## config.mk

```make
export PLATFORM = sky130hd
export DESIGN_NAME = arb2_mux_ctrl
export DESIGN_NICKNAME = d
export VERILOG_FILES = /design/src/rtl/arb2_pkg.sv /design/src/rtl/arb2_mux_dp.sv /design/src/rtl/arb2_mux_ctrl.sv
export SDC_FILE = /design/constraint.sdc
export NUM_CORES = 1
export LEC_CHECK = 0
export BUFFER_PORTS_ARGS = -buffer_cell sky130_fd_sc_hd__buf_2
export CORE_AREA = 2 2 39 41
export CTS_BUF_LIST = sky130_fd_sc_hd__clkbuf_8 sky130_fd_sc_hd__clkbuf_16
export DETAILED_ROUTE_END_ITERATION = 8
export DIE_AREA = 0 0 41 43
export PLACE_DENSITY = 0.65
export SYNTH_ARGS = -nofsm -noshare
export SYNTH_HDL_FRONTEND = slang
export SYNTH_SLANG_ARGS = --single-unit
export TNS_END_PERCENT = 5
```

## constraint.sdc

```tcl
create_clock -name clk -period 0.9 [get_ports clk]
set_input_delay 0.045 -clock clk [delete_from_list [all_inputs] [get_ports clk]]
set_output_delay 0.045 -clock clk [all_outputs]
set_load 0.05 [all_outputs]
```

## src/rtl/arb2_pkg.sv

```systemverilog
// Shared types and constants for the two-source packet arbiter.
package arb2_pkg;

   typedef enum logic {
      IDLE = 1'b0,
      BUSY = 1'b1
   } arb2_state_t;

   localparam logic SRC0 = 1'b0;
   localparam logic SRC1 = 1'b1;

endpackage

```

## src/rtl/arb2_mux_dp.sv

```systemverilog
// Combinational 2:1 stream datapath: forwards the selected source and steers
// the consumer's ready back to that source only.
module arb2_mux_dp
   import arb2_pkg::*;
#(
   parameter int DATA_W = 8
) (
   input  logic              i_en,
   input  logic              i_sel,
   input  logic              i_in0_valid,
   input  logic [DATA_W-1:0] i_in0_data,
   input  logic              i_in0_last,
   input  logic              i_in1_valid,
   input  logic [DATA_W-1:0] i_in1_data,
   input  logic              i_in1_last,
   input  logic              i_out_ready,
   output logic              o_out_valid,
   output logic [DATA_W-1:0] o_out_data,
   output logic              o_out_last,
   output logic              o_in0_ready,
   output logic              o_in1_ready
);

   logic w_valid;
   logic w_last;

   always_comb begin
      w_valid    = (i_sel == SRC1) ? i_in1_valid : i_in0_valid;
      w_last     = (i_sel == SRC1) ? i_in1_last  : i_in0_last;
      o_out_data = (i_sel == SRC1) ? i_in1_data  : i_in0_data;
   end

   // Data is always muxed; only the handshake is qualified by an active grant.
   assign o_out_valid = i_en & w_valid;
   assign o_out_last  = o_out_valid & w_last;
   assign o_in0_ready = i_en & (i_sel == SRC0) & i_out_ready;
   assign o_in1_ready = i_en & (i_sel == SRC1) & i_out_ready;

endmodule

```

## src/rtl/arb2_mux_ctrl.sv

```systemverilog
// Round-robin packet arbiter for two valid/ready sources sharing one output.
// Optional macro ARB2_BURST_LIMIT_EN also releases the grant every MAX_BEATS beats.
module arb2_mux_ctrl
   import arb2_pkg::*;
#(
   parameter int DATA_W    = 8,
   parameter int MAX_BEATS = 4
) (
   input  logic              clk,
   input  logic              rst_n,
   input  logic              in0_valid,
   input  logic [DATA_W-1:0] in0_data,
   input  logic              in0_last,
   output logic              in0_ready,
   input  logic              in1_valid,
   input  logic [DATA_W-1:0] in1_data,
   input  logic              in1_last,
   output logic              in1_ready,
   output logic              out_valid,
   output logic [DATA_W-1:0] out_data,
   output logic              out_last,
   input  logic              out_ready,
   output logic              sel,
   output logic              busy
);

   localparam int CNT_W = $clog2(MAX_BEATS + 1);

   arb2_state_t      r_state;
   arb2_state_t      w_state_nxt;
   logic             r_sel;
   logic             w_sel_nxt;
   logic             r_prio;
   logic             w_prio_nxt;
   logic [CNT_W-1:0] r_beat_cnt;
   logic [CNT_W-1:0] w_cnt_nxt;
   logic [CNT_W-1:0] w_cnt_inc;
   logic             w_beat;
   logic             w_burst_end;
   logic             w_release;

   arb2_mux_dp #(
      .DATA_W (DATA_W)
   ) u_dp (
      .i_en        (busy),
      .i_sel       (r_sel),
      .i_in0_valid (in0_valid),
      .i_in0_data  (in0_data),
      .i_in0_last  (in0_last),
      .i_in1_valid (in1_valid),
      .i_in1_data  (in1_data),
      .i_in1_last  (in1_last),
      .i_out_ready (out_ready),
      .o_out_valid (out_valid),
      .o_out_data  (out_data),
      .o_out_last  (out_last),
      .o_in0_ready (in0_ready),
      .o_in1_ready (in1_ready)
   );

   assign sel  = r_sel;
   assign busy = (r_state == BUSY);

   assign w_beat    = out_valid & out_ready;
   assign w_cnt_inc = (r_beat_cnt == {CNT_W{1'b1}}) ? r_beat_cnt : r_beat_cnt + CNT_W'(1);

`ifdef ARB2_BURST_LIMIT_EN
   assign w_burst_end = (w_cnt_inc == CNT_W'(MAX_BEATS));
`else
   assign w_burst_end = 1'b0;
`endif

   assign w_release = w_beat & (out_last | w_burst_end);

   always_comb begin
      w_state_nxt = r_state;
      w_sel_nxt   = r_sel;
      w_prio_nxt  = r_prio;
      w_cnt_nxt   = r_beat_cnt;
      case (r_state)
         IDLE: begin
            if (in0_valid | in1_valid) begin
               w_state_nxt = BUSY;
               w_sel_nxt   = (in0_valid & in1_valid) ? r_prio : (in1_valid ? SRC1 : SRC0);
            end
         end
         BUSY: begin
            if (w_beat) begin
               w_cnt_nxt = w_cnt_inc;
            end
            // Releasing hands the tie-break to the other source for the next IDLE cycle.
            if (w_release) begin
               w_state_nxt = IDLE;
               w_prio_nxt  = ~r_sel;
               w_cnt_nxt   = '0;
            end
         end
         default: w_state_nxt = IDLE;
      endcase
   end

   always_ff @(posedge clk) begin
      if (!rst_n) begin
         r_state    <= IDLE;
         r_sel      <= SRC0;
         r_prio     <= SRC0;
         r_beat_cnt <= '0;
      end else begin
         r_state    <= w_state_nxt;
         r_sel      <= w_sel_nxt;
         r_prio     <= w_prio_nxt;
         r_beat_cnt <= w_cnt_nxt;
      end
   end

endmodule

```

# Yosys cells after proc, flatten, opt, wreduce, memory -nomap -nowiden
# Index checks and enable logic that the tools add are counted.
[totals]
ff_bits = 3
input_bits = 23
out_inout_bits = 14
[op_classes]
muxes = 8
bitwise = 12
n_reduce_logical = 2
[ops]
columns = ["op", "count"]
rows = [
  ["$and 1x1->1", 9],
  ["$mux 8", 1],
  ["$mux 1", 6],
  ["$reduce_and 2->1", 2],
  ["$not 1->1", 2],
  ["$pmux 1 s2", 1],
  ["$or 1x1->1", 1],
]

# Longest topological paths before layout
# Gate-level depths: netlist (run 1).
[logic_depth]
ltp_word = 6
depth_mapped = 3
depth_no_buf = 3

# Hierarchy
# From an unflattened synthesis (run 1), not the netlist that was laid out.
[unflattened]
cells_unflattened = 30
area_unflattened_um2 = 295.3
[modules_own_cells]
columns = ["module", "n_inst", "cells_per_inst", "area_each_um2", "seq_area_each_um2"]
rows = [
  ["arb2_mux_dp", 1, 17, 173.9, 0.0],
  ["arb2_mux_ctrl", 1, 13, 121.4, 60.1],
]

# Worst setup path after synthesis (run 1)
# No wires, ideal clock.
[synth_timing]
path_kind = "flip-flop to output port"
start = "register r_sel (netlist: sel)"
end = "output port out_valid"
t_arrival_ns = 1.668
path_slack_ns = -0.813
stages_incl_launch_ff = 4
n_path_buf = 1
path_cell_list = "dfxtp_1 > buf_6 > mux2i_1 > nor2_1"
[synth_via]
elab_chain_len = 2
[synth_rtl]
columns = ["element", "line", "text"]
rows = [
  ["from (decl)", "arb2_mux_ctrl.sv:31", "logic r_sel;"],
  ["from (signal assigned)", "arb2_mux_ctrl.sv:110", "r_sel <= w_sel_nxt;"],
  ["$mux 1", "arb2_mux_dp.sv:28", "w_valid = (i_sel == SRC1) ? i_in1_valid : i_in0_valid;"],
  ["$and 1x1->1", "arb2_mux_dp.sv:34", "assign o_out_valid = i_en & w_valid;"],
  ["to (decl)", "arb2_mux_ctrl.sv:19", "output logic out_valid,"],
]
# Every way passes these cells.

# Final worst setup path (run 1)
[layout_timing]
start = "register r_sel (netlist: sel)"
end = "output port out_data[1]"
[layout_via]
elab_chain_len = 1
[layout_rtl]
columns = ["element", "line", "text"]
rows = [
  ["$mux 8", "arb2_mux_dp.sv:30", "o_out_data = (i_sel == SRC1) ? i_in1_data : i_in0_data;"],
  ["to (decl)", "arb2_mux_ctrl.sv:20", "output logic [DATA_W-1:0] out_data,"],
]
# Every way passes these cells.

==> results of run 1 <==
==> routing by layer <==
| metal | GRT usage, % | up-vias |
|---|---|---|
| met2 | 15.6 | 26 |
| met4 | 14.0 | 0 |
| met3 | 2.62 | 2 |
| li1 | - | 192 |
| met5 | 0 | - |
| met1 | 11.6 | 168 |
==> state kept, by name, indices dropped and copies added, names as in the netlist <==
| register | flops |
|---|---|
| busy | 1 |
| r_prio | 1 |
| sel | 1 |
==> cell families (layout without fill, tap and decap cells) <==
family / after synthesis / count (layout) / synth area share, %
flops: 3 / 3 / 21.8
simple gates: 7 / 7 / 14.5
buf+inv: 3 / 43 / 6.82
compound gates: 8 / 8 / 20.4
mux: 9 / 9 / 36.4
==> cell type report <==
type | instances | area [um2]
inverters | 2 | 7.51
repair buffers | 37 | 265
clock buffers | 3 | 41.3
multi-input cells | 24 | 211
flip-flops and latches | 3 | 67.6
clock inverters | 1 | 3.75
well taps | 16 | 20.0
fillers | 129 | 767
==> power by group through the flow <==
| stage | registers (mW) | clock network [mW] | logic (mW) |
|---|---|---|---|
| after floorplan | 0.174 | 0 | 0.219 |
| after global placement | 0.161 | 0 | 0.322 |
| after detailed placement | 0.162 | 0 | 0.324 |
| after CTS | 0.160 | 0.380 | 0.385 |
| after global routing | 0.162 | 0.399 | 0.402 |
| final | 0.160 | 0.370 | 0.385 |
==> timing repair <==
item | in CTS | in global routing
hold buffers | 0 | 0
gates resized for setup | 25 | 1
endpoints found under the setup margin | 15 | 17
buffers inserted | 1 | 0
pin swaps | 0 | 1
==> synth_stat cells, drive strengths merged <==
library cell / instances
and3: 1
a21oi: 2
o211ai: 2
nor2: 2
mux2i: 1
nand2: 1
nand3: 2
inv: 2
o21ai: 1
buf: 1
dfxtp: 3
o31ai: 2
nand3b: 1
a21boi: 1
mux2: 8
==> metrics by stage <==
step	hold WS, ns	std cells	area [um2]	TNS (ns)	total power [mW]
after floorplan	0.127	30	295	-2.51	0.393
after global placement	0.247	81	484	-1.51	0.483
after detailed placement	0.258	81	484	-1.64	0.485
after CTS	0.0464	86	614	-3.84	0.925
after global routing	0.0523	86	617	-4.39	0.962
final	0.0483	86	617	-3.64	0.915
==> worst max-delay path by stage <==
| stage | start | to | cells past startpoint |
|---|---|---|---|
| after floorplan | sel | busy | 3 |
| after global placement | sel | out_last | 3 |
| after detailed placement | sel | out_last | 3 |
| after CTS | sel | out_last | 3 |
| after global routing | sel | out_data[4] | 2 |
| final | sel | out_data[1] | 2 |
==> critical path: stages (launching register included) <==
cell	delay [ns]
dfxtp_4	0.44
mux2_2	0.37
buf_6	0.15
==> metrics.txt, run 1 <==
DRT met1 WL=313 um; Comb pwr share=42.0%; routability cong.=0.673; CTS tree=done; met3 wire len=111 um; fin util=between 40% and 50%; CTS clock-pin slew for the worst setup and hold paths=0.03 ns; I/O pin count=37; layout cells sized above 1=78.6%; status=finished with violations; vias in the first global route=344; HP Start=out_ready; fin. max-slew vios=0; RSZ-0062 raised after global routing=yes; Net Sw Power=0.328 mW; std cell rows=14; part of the power in the clock network=40.5%; worst hold path cell count=2; Avg WL per Cell=10.3 um; RR Endpoint=r_prio; 1st-iter DRT viols=2; register area share after synthesis=21.8%; htree depth=1; Area contributors post-synth=mux2_2, dfxtp_1, o211ai_1; vias per inst=4.51; Seq cells post-synth=3; Int Pwr=a little under 0.6 mW; VDD IR max=0.000611 V; worst hold path type=primary input to flip-flop; Synth Cell Area=275 um2; Detail Placement HPWL=684 um; most frequent cells in the layout=buf_2, buf_6, mux2_2; Area growth syn-to-layout=124%; most common cell after layout, fill and taps aside=buf_2; count of different cell masters after synthesis=17; Clock Skew=0.00159 ns; Cells after Synth=30; period utilization=136%; Yosys top cell area share=32.7%; worst slack, placed=-0.201 ns; Mean Syn Cell Area=9.18 um2; first-pass GRT wire length=1.26 mm; met2 wire len=436 um; R2R depth=3; critical path arrival=roughly 1.2 ns; clock latency at the later pin of the worst-skew pair=0.21 ns; area of the die=roughly 0.0018 mm2; post-route ant nets=0; Setup CP Type=flip-flop to output pin; global route overflow=0; number of synthesis warnings=0; initial antenna violation count=0; ant diodes=0; Finish-stage setup viols=15; # nets final=94; top sig layer=met4; Synth area leader=mux2_2; Fmax=0.819 GHz; Die Span Y=43 um; pwr dens=1480 mW/mm2; final worst slack=-0.321 ns; Port Buffers=36; R2R Setup Slk=-0.08 ns; crit start category=flip-flop; crit path max fanout=15; Min Clock Period, post-route=between 1 and 1.5 ns; final hold violations=0; Die Span X=slightly above 40 um; Required @ worst endpoint=0.85 ns; worst slew pin tran=0.248 ns; Worst Setup End Kind=output pin; CTS root buf=clkbuf_8; routed via count=388; Pre-antenna DRT Iters=3; worst reg2reg path startpoint=sel; Leak Pwr=0.297 nW; Initial Utilization=19.9%; hold endpoint=busy; final wirelength=884 um; syn_nets=between 50 and 60; DRC viols=0; CTS buffer count=3; Max-cap violations=0; # clock sinks=3; Max Root-Sink Buffers=2; GRT Util Overall=11.2%; Sw Ratio=35.8%; Max-slew headroom=83.6%; part of the power in registers=around 18%; Core Area=0.00138 mm2; failing checks=negative setup slack; largest net degree at the start of global routing=16
No activity file was read; power rests on OpenSTA's default activity.
==> run 2, diff against run 1 <==
--- a/config.mk
+++ b/config.mk
@@ -6,11 +6,12 @@
 export NUM_CORES = 1
 export LEC_CHECK = 0
 export BUFFER_PORTS_ARGS = -buffer_cell sky130_fd_sc_hd__buf_2
-export CORE_AREA = 2 2 39 41
+export CELL_PAD_IN_SITES_DETAIL_PLACEMENT = 2
+export CELL_PAD_IN_SITES_GLOBAL_PLACEMENT = 2
+export CORE_UTILIZATION = 11
 export CTS_BUF_LIST = sky130_fd_sc_hd__clkbuf_8 sky130_fd_sc_hd__clkbuf_16
 export DETAILED_ROUTE_END_ITERATION = 8
-export DIE_AREA = 0 0 41 43
-export PLACE_DENSITY = 0.65
+export PLACE_DENSITY = 0.73
 export SYNTH_ARGS = -nofsm -noshare
 export SYNTH_HDL_FRONTEND = slang
 export SYNTH_SLANG_ARGS = --single-unit
==> run 2 against run 1 <==
  * The run still ends with negative setup slack left
  * Highest routed layer unchanged
  * Fmax fell by 6.8%
  * Total power rose by 8.9%
  * First-iteration DRC count fell by 50%
  * Hold slack got worse by 0.017 ns
  * Clock power rose by 4%
  * Sequential power fell by 6%
  * Register-to-register slack got worse by 0.19 ns
  * Via count rose by 18%
==> metrics.txt, run 2 (same netlist as run 1, synthesis figures left out) <==
final wirelength=1.31 mm (was 884 um); layout cells sized above 1=80.5% (was 78.6%); CTS buffer count=3 (unchanged); most common cell after layout, fill and taps aside=buf_2 (unchanged); Initial Utilization=12.1% (was 19.9%); Die Span X=52.0 um (was 41 um); Worst Setup End Kind=output pin (unchanged); Fmax=0.763 GHz (was 0.819 GHz); final-layout fill cell count=264 (was 129); clock latency at the later pin of the worst-skew pair=0.22 ns (was 0.21 ns); area of the die=0.00271 mm2 (was 0.00176 mm2); Top delay family on crit path=flip-flops (unchanged); # clock sinks=3 (unchanged); first-pass GRT wire length=2.18 mm (was 1.26 mm); initial antenna violation count=0 (unchanged); status=finished with violations (unchanged); crit start category=flip-flop (unchanged); Min Clock Period, post-route=1.31 ns (was 1.22 ns); Avg WL per Cell=12.5 um (was 10.3 um); CTS tree=done (unchanged); Max Root-Sink Buffers=2 (unchanged); # nets final=101 (was 94); htree depth=1 (unchanged); post-route insts no fill=105 (was 86); final worst slack=-0.410 ns (was -0.321 ns); Max-cap violations=0 (unchanged); Core Area=0.00228 mm2 (was 0.00138 mm2); Required @ worst endpoint=0.85 ns (about the same); crit-path cells=buf_6 -> nand3b_1 -> a21oi_4 -> buf_8 (was mux2_2 -> buf_6); Finish-stage setup viols=15 (unchanged); worst slack, placed=-0.209 ns (was -0.201 ns); Pre-antenna DRT Iters=2 (was 3); Max-slew headroom=83.6% (about the same); Placed Instances=95 (was 81); sum of buffers and inverters on the critical path=2 (was 1); fin util=32.5% (was 44.6%); VDD IR max=0.000440 V (was 0.000611 V); I/O pin count=37 (unchanged); Port Buffers=36 (unchanged); Detail Placement HPWL=949 um (was 684 um); post-route ant nets=0 (unchanged); DRC viols=0 (unchanged); CTS root buf=clkbuf_8 (unchanged); critical path arrival=1.26 ns (was 1.18 ns); Setup CP Type=flip-flop to output pin (unchanged); global route overflow=0 (unchanged); failing checks=negative setup slack (unchanged); critical path startpoint=sel (unchanged); worst slew pin tran=0.248 ns (about the same); 1st-iter DRT viols=1 (was 2); RSZ-0062 raised after global routing=yes (unchanged); vias in the first global route=479 (was 344); period utilization=146% (was 136%); CP peak stage delay=0.34 ns (was 0.44 ns); final hold violations=0 (unchanged); HP Start=out_ready (unchanged); std cell rows=17 (was 14); worst hold path type=primary input to flip-flop (unchanged); CTS clock-pin slew for the worst setup and hold paths=0.03 ns (about the same); Leak Pwr=0.344 nW (was 0.297 nW); Die Span Y=52.0 um (was 43 um); worst reg2reg path startpoint=sel (unchanged); ant diodes=0 (unchanged); Area growth syn-to-layout=169% (was 124%); fin. max-slew vios=0 (unchanged); routability cong.=0.726 (was 0.673); crit path max fanout=3 (was 15); hold_ws=0.0312 ns (was 0.0483 ns); pwr dens=1340 mW/mm2 (was 1480 mW/mm2); routed via count=456 (was 388); most frequent cells in the layout=buf_2, buf_6, mux2_2 (unchanged); vias per inst=4.34 (was 4.51); largest net degree at the start of global routing=8 (was 16); Clock Skew=0.000450 ns (was 0.00159 ns); GRT Util Overall=11.6% (was 11.2%); CP max-delay cell=dfxtp_4 (unchanged)
## run 2: worst paths after layout
check                   to  slack [ns]  depth (start not counted)
setup / recovery  out_last       -0.41                          4
hold / removal        busy        0.03                          2
setup reg to reg      busy       -0.27                          5
hold reg to reg     r_prio        0.53                          2
## run 2: layout make-up
| cell class | count | area [um2] | share of cell area, % |
|---|---|---|---|
| inverter | 2 | 7.51 | 1.01 |
| clock buffer | 3 | 41.3 | 5.57 |
| tap | 28 | 35.0 | 4.73 |
| timing repair buffer | 44 | 367 | 49.5 |
| multi-input combinational | 24 | 219 | 29.6 |
| sequential | 3 | 67.6 | 9.12 |
| clock inverter | 1 | 3.75 | 0.507 |
## run 2: power by group
part	leakage, nW	switching, mW	internal [mW]	total (mW)
registers	0.0259	0.00910	0.141	0.150
clock network	0.0269	0.0935	0.291	0.384
logic	0.291	0.257	0.205	0.462
## run 2: timing repair
item                                    in CTS  in global routing
endpoints found under the setup margin      16                 16
pin swaps                                    3                  1
resized for setup                           29                  2
hold buffers                                 0                  0
buffers inserted                             4                  2
## run 2: per-stage QoR
stage | TNS (ns) | power [mW] | cell area [um2]
final | -5.04 | 0.996 | 741
after global routing | -5.64 | 1.04 | 741
after global placement | -1.66 | 0.496 | 514
after CTS | -4.39 | 0.981 | 692
after detailed placement | -1.88 | 0.500 | 514
after floorplan | -2.51 | 0.393 | 295
## run 2: routing by layer
metal	global-route usage, %	part of all wire, %	vias to the layer above
li1	-	-	206
met1	10.9	36	209
met2	19.7	48	36
met3	3.80	13	5
met4	10.8	4.0	0
met5	0	0	-
## run 2: worst register-to-register path: cells and delay by family (launching register included)
family,cells,cell delay (ns)
simple gates,1,0.20
flops,1,0.34
compound gates,2,0.26
buf+inv,2,0.25
